[src/rtl/irig_frame_decoder_pkg.sv]
// Shared symbol codes, FSM encodings and IRIG-B frame bit positions for irig_frame_decoder.
package irig_frame_decoder_pkg;

  localparam logic [1:0] SymZero = 2'd0;
  localparam logic [1:0] SymOne  = 2'd1;
  localparam logic [1:0] SymMark = 2'd2;
  localparam logic [1:0] SymIll  = 2'd3;

  localparam logic [1:0] StHunt = 2'd0;
  localparam logic [1:0] StSync = 2'd1;
  localparam logic [1:0] StRun  = 2'd2;

  localparam int unsigned FrameLen = 100;

  localparam int unsigned SecUnitsPos  = 1;
  localparam int unsigned SecTensPos   = 6;
  localparam int unsigned MinUnitsPos  = 10;
  localparam int unsigned MinTensPos   = 15;
  localparam int unsigned HourUnitsPos = 20;
  localparam int unsigned HourTensPos  = 25;
  localparam int unsigned DayUnitsPos  = 30;
  localparam int unsigned DayTensPos   = 35;
  localparam int unsigned DayHundPos   = 40;
  localparam int unsigned YearUnitsPos = 50;
  localparam int unsigned YearTensPos  = 55;
  localparam int unsigned SbsLoPos     = 80;
  localparam int unsigned SbsHiPos     = 90;

  typedef struct packed {
    logic [5:0] seconds;
    logic [5:0] minutes;
    logic [4:0] hours;
    logic [8:0] days;
    logic [6:0] years;
  } irig_time_t;

  function automatic logic is_marker_pos(input logic [6:0] idx);
    case (idx)
      7'd9, 7'd19, 7'd29, 7'd39, 7'd49, 7'd59, 7'd69, 7'd79, 7'd89, 7'd99: return 1'b1;
      default: return 1'b0;
    endcase
  endfunction

endpackage

[src/rtl/irig_frame_decoder_bcd2bin.sv]
// Up to three BCD digits to binary via shift-adds, with a flag for any digit above 9.
module irig_frame_decoder_bcd2bin (
  input  logic [3:0] units_i,
  input  logic [3:0] tens_i,
  input  logic [3:0] hundreds_i,
  output logic [9:0] bin_o,
  output logic       digit_err_o
);

  assign bin_o = 10'(units_i)
               + (10'(tens_i) << 3) + (10'(tens_i) << 1)
               + (10'(hundreds_i) << 6) + (10'(hundreds_i) << 5) + (10'(hundreds_i) << 2);

  assign digit_err_o = (units_i > 4'd9) || (tens_i > 4'd9) || (hundreds_i > 4'd9);

endmodule

[src/rtl/irig_frame_decoder.sv]
// IRIG-B frame aligner and BCD time decoder. Define IRIG_SBS_EN to add the straight-binary-seconds
// field output (sbs).
module irig_frame_decoder
  import irig_frame_decoder_pkg::*;
#(
  parameter int unsigned TIMEOUT = 100_000_000
) (
  input  logic        clk,
  input  logic        rst,
  input  logic [1:0]  symbol,
  input  logic        symbol_valid,
  output logic [5:0]  seconds,
  output logic [5:0]  minutes,
  output logic [4:0]  hours,
  output logic [8:0]  days,
  output logic [6:0]  years,
  output logic        frame_valid,
  output logic        locked,
  output logic        sync_err,
  output logic        bcd_err
`ifdef IRIG_SBS_EN
  ,
  output logic [16:0] sbs
`endif
);

  localparam int unsigned CntW = (TIMEOUT > 1) ? $clog2(TIMEOUT) : 1;

  logic [1:0]          state_q, state_d;
  logic [6:0]          index_q, index_d;
  logic [FrameLen-1:0] sr_q, sr_d;
  logic [CntW-1:0]     cnt_q, cnt_d;
  logic                decode_q, decode_d;
  logic                sync_err_q, sync_err_d;
  logic                frame_valid_q, bcd_err_q;
  irig_time_t          time_q, time_d;
  logic                violation, range_err, sbs_err;

  // Markers are legal only on marker positions; position 0 (index_q == 0) is the Pr slot.
  assign violation = (symbol == SymIll) ||
                     (is_marker_pos(index_q) ? (symbol != SymMark) : (symbol == SymMark));

  always_comb begin
    state_d    = state_q;
    index_d    = index_q;
    sr_d       = sr_q;
    cnt_d      = cnt_q;
    decode_d   = 1'b0;
    sync_err_d = 1'b0;
    if (symbol_valid) begin
      cnt_d = '0;
      case (state_q)
        StHunt: if (symbol == SymMark) state_d = StSync;
        StSync: begin
          if (symbol == SymMark) begin
            state_d = StRun;
            index_d = 7'd1;
          end else begin
            state_d = StHunt;
          end
        end
        StRun: begin
          if (index_q == 7'd0) begin
            if (symbol == SymMark) begin
              index_d = 7'd1;
            end else begin
              state_d    = StHunt;
              sync_err_d = 1'b1;
            end
          end else if (violation) begin
            state_d    = StHunt;
            sync_err_d = 1'b1;
          end else begin
            // After positions 1..99 have been shifted in, sr_q[p] holds frame bit p.
            sr_d = {(symbol != SymZero), sr_q[FrameLen-1:1]};
            if (index_q == 7'(FrameLen - 1)) begin
              index_d  = 7'd0;
              decode_d = 1'b1;
            end else begin
              index_d = index_q + 7'd1;
            end
          end
        end
        default: state_d = StHunt;
      endcase
    end else if (state_q != StHunt) begin
      if (cnt_q == CntW'(TIMEOUT - 1)) begin
        state_d    = StHunt;
        cnt_d      = '0;
        sync_err_d = (state_q == StRun);
      end else begin
        cnt_d = cnt_q + CntW'(1);
      end
    end
  end

  logic [9:0] sec_bin, min_bin, hour_bin, day_bin, year_bin;
  logic       sec_derr, min_derr, hour_derr, day_derr, year_derr;

  irig_frame_decoder_bcd2bin u_sec (
    .units_i     (sr_q[SecUnitsPos +: 4]),
    .tens_i      ({1'b0, sr_q[SecTensPos +: 3]}),
    .hundreds_i  (4'd0),
    .bin_o       (sec_bin),
    .digit_err_o (sec_derr)
  );

  irig_frame_decoder_bcd2bin u_min (
    .units_i     (sr_q[MinUnitsPos +: 4]),
    .tens_i      ({1'b0, sr_q[MinTensPos +: 3]}),
    .hundreds_i  (4'd0),
    .bin_o       (min_bin),
    .digit_err_o (min_derr)
  );

  irig_frame_decoder_bcd2bin u_hour (
    .units_i     (sr_q[HourUnitsPos +: 4]),
    .tens_i      ({2'b00, sr_q[HourTensPos +: 2]}),
    .hundreds_i  (4'd0),
    .bin_o       (hour_bin),
    .digit_err_o (hour_derr)
  );

  irig_frame_decoder_bcd2bin u_day (
    .units_i     (sr_q[DayUnitsPos +: 4]),
    .tens_i      (sr_q[DayTensPos +: 4]),
    .hundreds_i  ({2'b00, sr_q[DayHundPos +: 2]}),
    .bin_o       (day_bin),
    .digit_err_o (day_derr)
  );

  irig_frame_decoder_bcd2bin u_year (
    .units_i     (sr_q[YearUnitsPos +: 4]),
    .tens_i      (sr_q[YearTensPos +: 4]),
    .hundreds_i  (4'd0),
    .bin_o       (year_bin),
    .digit_err_o (year_derr)
  );

`ifdef IRIG_SBS_EN
  logic [16:0] sbs_bin, sbs_q;
  assign sbs_bin = {sr_q[SbsHiPos +: 8], sr_q[SbsLoPos +: 9]};
  assign sbs_err = (sbs_bin > 17'd86399);
  assign sbs     = sbs_q;

  always_ff @(posedge clk) begin
    if (rst) begin
      sbs_q <= '0;
    end else if (decode_q && !range_err) begin
      sbs_q <= sbs_bin;
    end
  end
`else
  assign sbs_err = 1'b0;
`endif

  assign range_err = sec_derr | min_derr | hour_derr | day_derr | year_derr | sbs_err
                   | (sec_bin > 10'd59) | (min_bin > 10'd59) | (hour_bin > 10'd23)
                   | (day_bin == 10'd0) | (day_bin > 10'd366);

  always_comb begin
    time_d         = time_q;
    time_d.seconds = sec_bin[5:0];
    time_d.minutes = min_bin[5:0];
    time_d.hours   = hour_bin[4:0];
    time_d.days    = day_bin[8:0];
    time_d.years   = year_bin[6:0];
  end

  always_ff @(posedge clk) begin
    if (rst) begin
      state_q       <= StHunt;
      index_q       <= '0;
      sr_q          <= '0;
      cnt_q         <= '0;
      decode_q      <= 1'b0;
      sync_err_q    <= 1'b0;
      frame_valid_q <= 1'b0;
      bcd_err_q     <= 1'b0;
      time_q        <= '0;
    end else begin
      state_q       <= state_d;
      index_q       <= index_d;
      sr_q          <= sr_d;
      cnt_q         <= cnt_d;
      decode_q      <= decode_d;
      sync_err_q    <= sync_err_d;
      frame_valid_q <= decode_q & ~range_err;
      bcd_err_q     <= decode_q & range_err;
      if (decode_q && !range_err) time_q <= time_d;
    end
  end

  assign seconds     = time_q.seconds;
  assign minutes     = time_q.minutes;
  assign hours       = time_q.hours;
  assign days        = time_q.days;
  assign years       = time_q.years;
  assign frame_valid = frame_valid_q;
  assign bcd_err     = bcd_err_q;
  assign sync_err    = sync_err_q;
  assign locked      = (state_q == StRun);

  // Marker, spare and (without SBS) control-field bits are intentionally not decoded.
  logic unused_bits;
  assign unused_bits = ^{sr_q, sec_bin[9:6], min_bin[9:6], hour_bin[9:5], day_bin[9], year_bin[9:7]};

endmodule
[config.mk]
export PLATFORM = sky130hd
export DESIGN_NAME = irig_frame_decoder
export DESIGN_NICKNAME = d
export VERILOG_FILES = /design/src/rtl/irig_frame_decoder_pkg.sv /design/src/rtl/irig_frame_decoder_bcd2bin.sv /design/src/rtl/irig_frame_decoder.sv
export SDC_FILE = /design/constraint.sdc
export NUM_CORES = 1
export LEC_CHECK = 0
export CORE_ASPECT_RATIO = 0.6
export CORE_MARGIN = 2
export CORE_UTILIZATION = 60
export DETAILED_ROUTE_END_ITERATION = 8
export PLACE_DENSITY_LB_ADDON = 0.3
export SETUP_SLACK_MARGIN = 0.15
export SLEW_MARGIN = 20
export SYNTH_ARGS = -nofsm -noshare
export SYNTH_HDL_FRONTEND = slang
export SYNTH_SLANG_ARGS = --single-unit
[constraint.sdc]
create_clock -name clk -period 5.7 [get_ports clk]
set_input_delay 0.855 -clock clk [delete_from_list [all_inputs] [get_ports clk]]
set_output_delay 0.855 -clock clk [all_outputs]
set_load 0.005 [all_outputs]
=== Yosys cells after proc, flatten, opt, wreduce, memory -nomap -nowiden ===
Index checks and enable logic that the tools add are counted.
Widths: inputs -> output; s select.

* Bits in registers: 173
* Output and inout port bits: 37

* Order comparisons: 15
* Mux-type cells: 25
* Reduce and logical (&&, ||, !) cells: 23
* Equal/unequal tests: 20
* $add $sub $neg: 15
* Bitwise operators: 16

{| class="wikitable"
|+ Operators with widths
! kind !! number
|-
| $add 10x4->10 || 3
|-
| $eq 7x7->1 const B || 4
|-
| $gt 4x4->1 const B || 7
|-
| $mux 7 || 4
|-
| $add 27x1->27 const B || 1
|-
| $eq 27x27->1 const B || 1
|-
| $mux 27 || 1
|-
| $eq 7x6->1 const B || 3
|-
| $gt 10x6->1 const B || 2
|-
| $mux 2 || 8
|-
| $add 4x6->7 || 2
|-
| $eq 7x5->1 const B || 2
|-
| $pmux 7 s2 || 1
|-
| $add 10x3->10 || 1
|-
| $add 10x5->10 || 1
|-
| $add 10x7->10 || 1
|-
| $add 10x8->10 || 1
|-
| $gt 10x5->1 const B || 1
|-
| $gt 10x9->1 const B || 1
|-
| $logic_not 10->1 || 1
|-
| $mux 1 || 10
|-
| $reduce_bool 2->1 || 5
|-
| $reduce_or 10->1 || 1
|-
| $or 1x1->1 || 9
|-
| 28 further kinds || 43
|}

=== Logic depth before layout (Yosys ltp) ===
* Word-level depth: 13
* Depth in mapped cells: 13
* Gate-level depth less buffers: 12

=== Cells and area by module ===
A second synthesis with hierarchy kept.

* Cells, all modules: 1250
* Area, all modules: 10357.4 um^2

{| class="wikitable"
|+ By module, submodules not included
! module !! instances !! seq. area each (um^2) !! area an instance (um^2) !! cells an instance
|-
| irig_frame_decoder || 1 || 3443.3 || 6777.8 || 816
|-
| irig_frame_decoder_bcd2bin at u_day ... || 2 || 0.0 || 719.4 || 88
|-
| irig_frame_decoder_bcd2bin at u_sec ... || 2 || 0.0 || 715.7 || 86
|-
| irig_frame_decoder_bcd2bin at u_hour || 1 || 0.0 || 709.4 || 86
|}

=== Least setup slack after synthesis ===
No wires, ideal clock.

* Path kind: register -> register
* Start: reg sr_q[35]
* End: reg time_q, in the netlist hours[3]
* Setup time: 121 ps
* Arrival time: 3242 ps
* Data required time: 5579 ps
* Period minus slack after synthesis: 3363 ps
* Slack: 2337 ps
* Cell stages (with the launch flop): 14
* Path through: dfxtp_1 > ha_1 > inv_1 > fa_1 > inv_1 > fa_1 > a211oi_1 > o21bai_1 > a21oi_1 > xnor2_1 > mux2i_1 > nand4_1 > buf_2 > mux2_2

* Longest elaborated chain between the ends: 12
* Elaborated cells on any way between the ends: 19
* Those cells by class: add/sub (5); order compare (2); bitwise (7); reduce/logical (5)

{| class="wikitable"
|+ Ends and longest elaborated chain
! what !! RTL line !! RTL
|-
| start, declared || irig_frame_decoder.sv:31 || <nowiki>logic [FrameLen-1:0] sr_q, sr_d;</nowiki>
|-
| start signal, assigned || irig_frame_decoder.sv:184 || <nowiki>sr_q <= sr_d;</nowiki>
|-
| parallel branches: the longest is 9 deep, another holds $add 10x5->10 || - ||
|-
| $or 1x1->1 (*) || irig_frame_decoder.sv:159 || <nowiki>| (day_bin == 10'd0) | (day_bin > 10'd366);</nowiki>
|-
| $logic_not 1->1 (*) || irig_frame_decoder.sv:190 || <nowiki>if (decode_q && !range_err) time_q <= time_d;</nowiki>
|-
| $logic_and 1x1->1 (*) || irig_frame_decoder.sv:190 ||
|-
| end signal, assigned || irig_frame_decoder.sv:190 ||
|-
| end, declared || irig_frame_decoder.sv:36 || <nowiki>irig_time_t time_q, time_d;</nowiki>
|}

Every way passes the cells marked *.
A chain may end at the register's enable or synchronous reset.

=== Worst setup path after layout ===
* Start: reg index_q[0]
* End: reg sr_q[33]

* Longest elaborated chain between the ends: 7
* Elaborated cells on any way between the ends: 18
* Those cells by class: eq/ne (10); mux (2); bitwise (2); reduce/logical (4)

{| class="wikitable"
|+ Ends and longest elaborated chain
! what !! RTL line !! RTL
|-
| start, declared || irig_frame_decoder.sv:30 || <nowiki>logic [6:0] index_q, index_d;</nowiki>
|-
| start signal, assigned || irig_frame_decoder.sv:183 || <nowiki>index_q <= index_d;</nowiki>
|-
| $eq 7x7->1 (tied with other cells) || irig_frame_decoder_pkg.sv:38 || <nowiki>case (idx)</nowiki>
|-
| $reduce_or 10->1 || irig_frame_decoder_pkg.sv:38 ||
|-
| $mux 1 || irig_frame_decoder_pkg.sv:38 ||
|-
| $mux 1 || irig_frame_decoder.sv:41 || <nowiki>(is_marker_pos(index_q) ? (symbol != SymMark) : (symbol == SymMark));</nowiki>
|-
| $logic_or 1x1->1 || irig_frame_decoder.sv:40 || <nowiki>assign violation = (symbol == SymIll) ||</nowiki>
|-
| $not 1->1 (no line) || - ||
|-
| $reduce_and 4->1 (no line) (*) || - ||
|}

Every way passes the cells marked *; elsewhere a longest branch is shown, timed or not.

==> metrics.yaml <==
status:
  status: "finished, final reports clean"
power:
  vdd_ir_drop_max_mv: 0.203
  pwr-share-clk_pct: 48.8
  power_uw: 2430
  p_sw_share_pct: 23.7
  p_seq_share_pct: 49.5
  comb_power_share_pct: 1.7
  p_sw_uw: 575
  leakagePower_uw: 0.00356
  pwr_density_cell_nw_per_um2: 260
  p_int_uw: 1850
die:
  ios: 42
  core_um2: 13500
  die_x_um: 156
  start_util_pct: 61.1
  fp-row-count: 33
  fp.dieH_um: 95.0
  die-area_um2: 14800
setup_path:
  crit_path_end_kind: "flop"
  worstSetupPathType: "reg2reg"
  critPathLaunchType: "flop"
  rr_startpoint: "index_q[0]$_SDFFE_PP0P_"
  arrival_ns: 4.29
  cp_max_fo: 56
  required_ns: 6.05
  rrSetupSlack_ns: 1.76
  setup.worst_path.start: "index_q[0]$_SDFFE_PP0P_"
routing:
  drcViolationCount: 0
  drt-total-wl_um: 17100
  viasPerCell: 5.62
  final_antenna_net_count: 0
  vias: 6639
  wl_per_cell_um: 14.5
  first_pass_iters: 5
  first_iter_violations: 405
sta:
  hold_ws_ns: 0.448
  setup_tns_ns: 0
  max_slew.worst_pin.slew_ns: 1.00
  finalHoldViolCount: 0
  max_slew_margin_pct: 33.1
  finalCritPeriodShare_pct: 69.2
  maxSlewViolCount: 0
  fmax_mhz: 254
  skew_ns: 0.0114
  fin_crit_ns: 3.94
  setup-violations-final: 0
  rsz0062_at_grt: "false"
final_layout:
  n_antenna_cell: 0
  n_fill_cell: 1099
  instances_no_fill: 1182
  multi_input_area_um2: 4530
  area_growth_pct: 13.0
  fin_nets: 1048
  seq_area_um2: 3440
  drive_above_1_share_pct: 6.06
logic_synthesis:
  yosys.area.top_type_share_pct: 41.6
  synth_top_flop_cell: "dfxtp_1"
  synth_cell_types: 56
  synthesis.area_um2: 8270
  yosysMostFrequentCell: "nand2_1"
  async_flop_share_pct: 0
  syn_inst: 980
  yosysWarnings: 0
  syn_area_per_cell_um2: 8.44
  ys_top_cells_by_area: "dfxtp_1 (42%), nand2_1 (10%), a21oi_1 (7.0%)"
  synth_edf_count: 0
  ys_top_cells_by_count: "nand2_1 (224), dfxtp_1 (172), a21oi_1 (115)"
  yosys_register_bits: 172
  yosysTopAreaCell: "dfxtp_1"
  synth_nets: 1034
  synth-seq-area-share_pct: 41.6
run:
  max_cap_violations: 0
placed_design:
  place_hpwl_um: 10900
  io_buffers: 41
  gp_congestion: 0.892
  dp_cells: 1149
grt:
  grt_pass1_vias: 6108
  grt_pass1_wl_um: 28900
  grt_antenna_before_repair: 0
  grt.overflow.total: 0
  grt_start_max_net_pins: 100
  globalRouteTotalUtil_pct: 24.0
clock_tree:
  htree_levels: 4
  cts_buffers: 17
  clock_latency_ns: 0.43
  cts.clk_slew.worst_paths_ns: 0.07
  cts-resized-gates: 0
  clk_path_buf_depth: 2
  cts.sinks: 172
  cts_tree: "yes"
  cts-root-buf: "clkbuf_16"
  ctsHoldBuffers: 0
  cts_setup_buffers: 0
hold_path:
  hold_class: "reg2reg"
  holdCritStartpoint: "sr_q[42]$_SDFFE_PP0P_"
## final timing paths
check / endpoint / depth (start not counted)
worst max register to register: sr_q[33]$_SDFFE_PP0P_ / 9
worst min-delay path: sr_q[41]$_SDFFE_PP0P_ / 2
worst min register to register: sr_q[41]$_SDFFE_PP0P_ / 2
worst max-delay path: sr_q[33]$_SDFFE_PP0P_ / 9
## layout make-up
class                      instances  share of cell area (%)
timing repair buffer              48                    5.14
multi-input combinational        740                    48.5
inverter                          15                   0.602
sequential                       172                    36.8
tap                              175                    2.34
clock inverter                    14                    1.89
clock buffer                      18                    4.70
## kinds of logic (layout without fill, tap and decap cells)
logic type / Yosys count / count (layout) / synth area share [%]
AOI/OAI and AO/OA: 175 / 175 / 12.2
and+or+nand+nor: 435 / 435 / 24.8
xor gates and xnor gates: 43 / 43 / 4.55
buffers and inverters: 68 / 95 / 3.72
muxes: 38 / 38 / 4.92
DFF: 172 / 172 / 41.6
adders and majority gates: 49 / 49 / 8.23
## stage by stage
stage	setup WS [ns]	area, µm²	utilization [%]
global route	1.51	9350	69.0
finish	1.76	9350	69.0
global placement	1.97	8700	64.3
CTS	1.78	9320	68.8
detailed placement	1.85	8700	64.3
floorplan	2.34	8270	-
## registers in the layout, indices dropped and copies added, names as in the netlist
name	flops
sr_q	99
hours	5
years	7
minutes	6
index_q	7
seconds	6
bcd_err	1
sync_err	1
frame_valid	1
state_q	2
days	9
cnt_q	27
decode_q	1
## cell usage in the layout, fill, tap and decap left out, types with 4 or more instances in the layout
cell type and n:
and4_1 4, a211oi_1 4, and3_1 9, buf_4 7, mux2_2 11, fa_1 9, o31ai_1 5, nor4bb_1 4
clkdlybuf4s50_1 40, nor2_1 52, nor3b_1 4, dfxtp_1 172, nor2b_1 18, ha_1 40, clkinv_8 4, inv_1 15
nor3_1 12, clkbuf_16 17, nand3_1 21, nor4_1 5, nand2_1 224, mux2i_1 26, o211ai_1 5, xnor2_1 15
a21o_1 5, clkinv_4 4, a21oi_1 115, nand2b_1 53, xor2_1 28, nand4_1 9, o21ai_0 20, inv_6 4
## per-layer routing
metal / track usage, % / vias to the layer above / part of all wire, %
met5: 0 / - / 0
met2: 37.5 / 120 / 43
met4: 6.50 / 0 / 0.61
li1: - / 3363 / -
met3: 4.31 / 13 / 4.4
met1: 34.5 / 3143 / 52
## power by group through the flow
stage / combinational, µW / sequential [µW] / clock, µW
after detailed placement: 40.0 / 1230 / 0
after CTS: 40.3 / 1200 / 1210
after floorplan: 31.4 / 1230 / 0
after global placement: 39.7 / 1230 / 0
after global routing: 44.4 / 1200 / 1240
final: 40.5 / 1200 / 1190
## critical path, cell delays in order (launching register included)
cell and delay, ns:
dfxtp_1 0.47, ha_1 0.31, mux2i_1 0.11, or4b_1 0.51, a32oi_2 0.34, mux2i_4 0.46
and3_2 0.94, buf_4 0.44, nand2_1 0.12, a21oi_1 0.15
No activity file was read; power rests on OpenSTA's default activity.
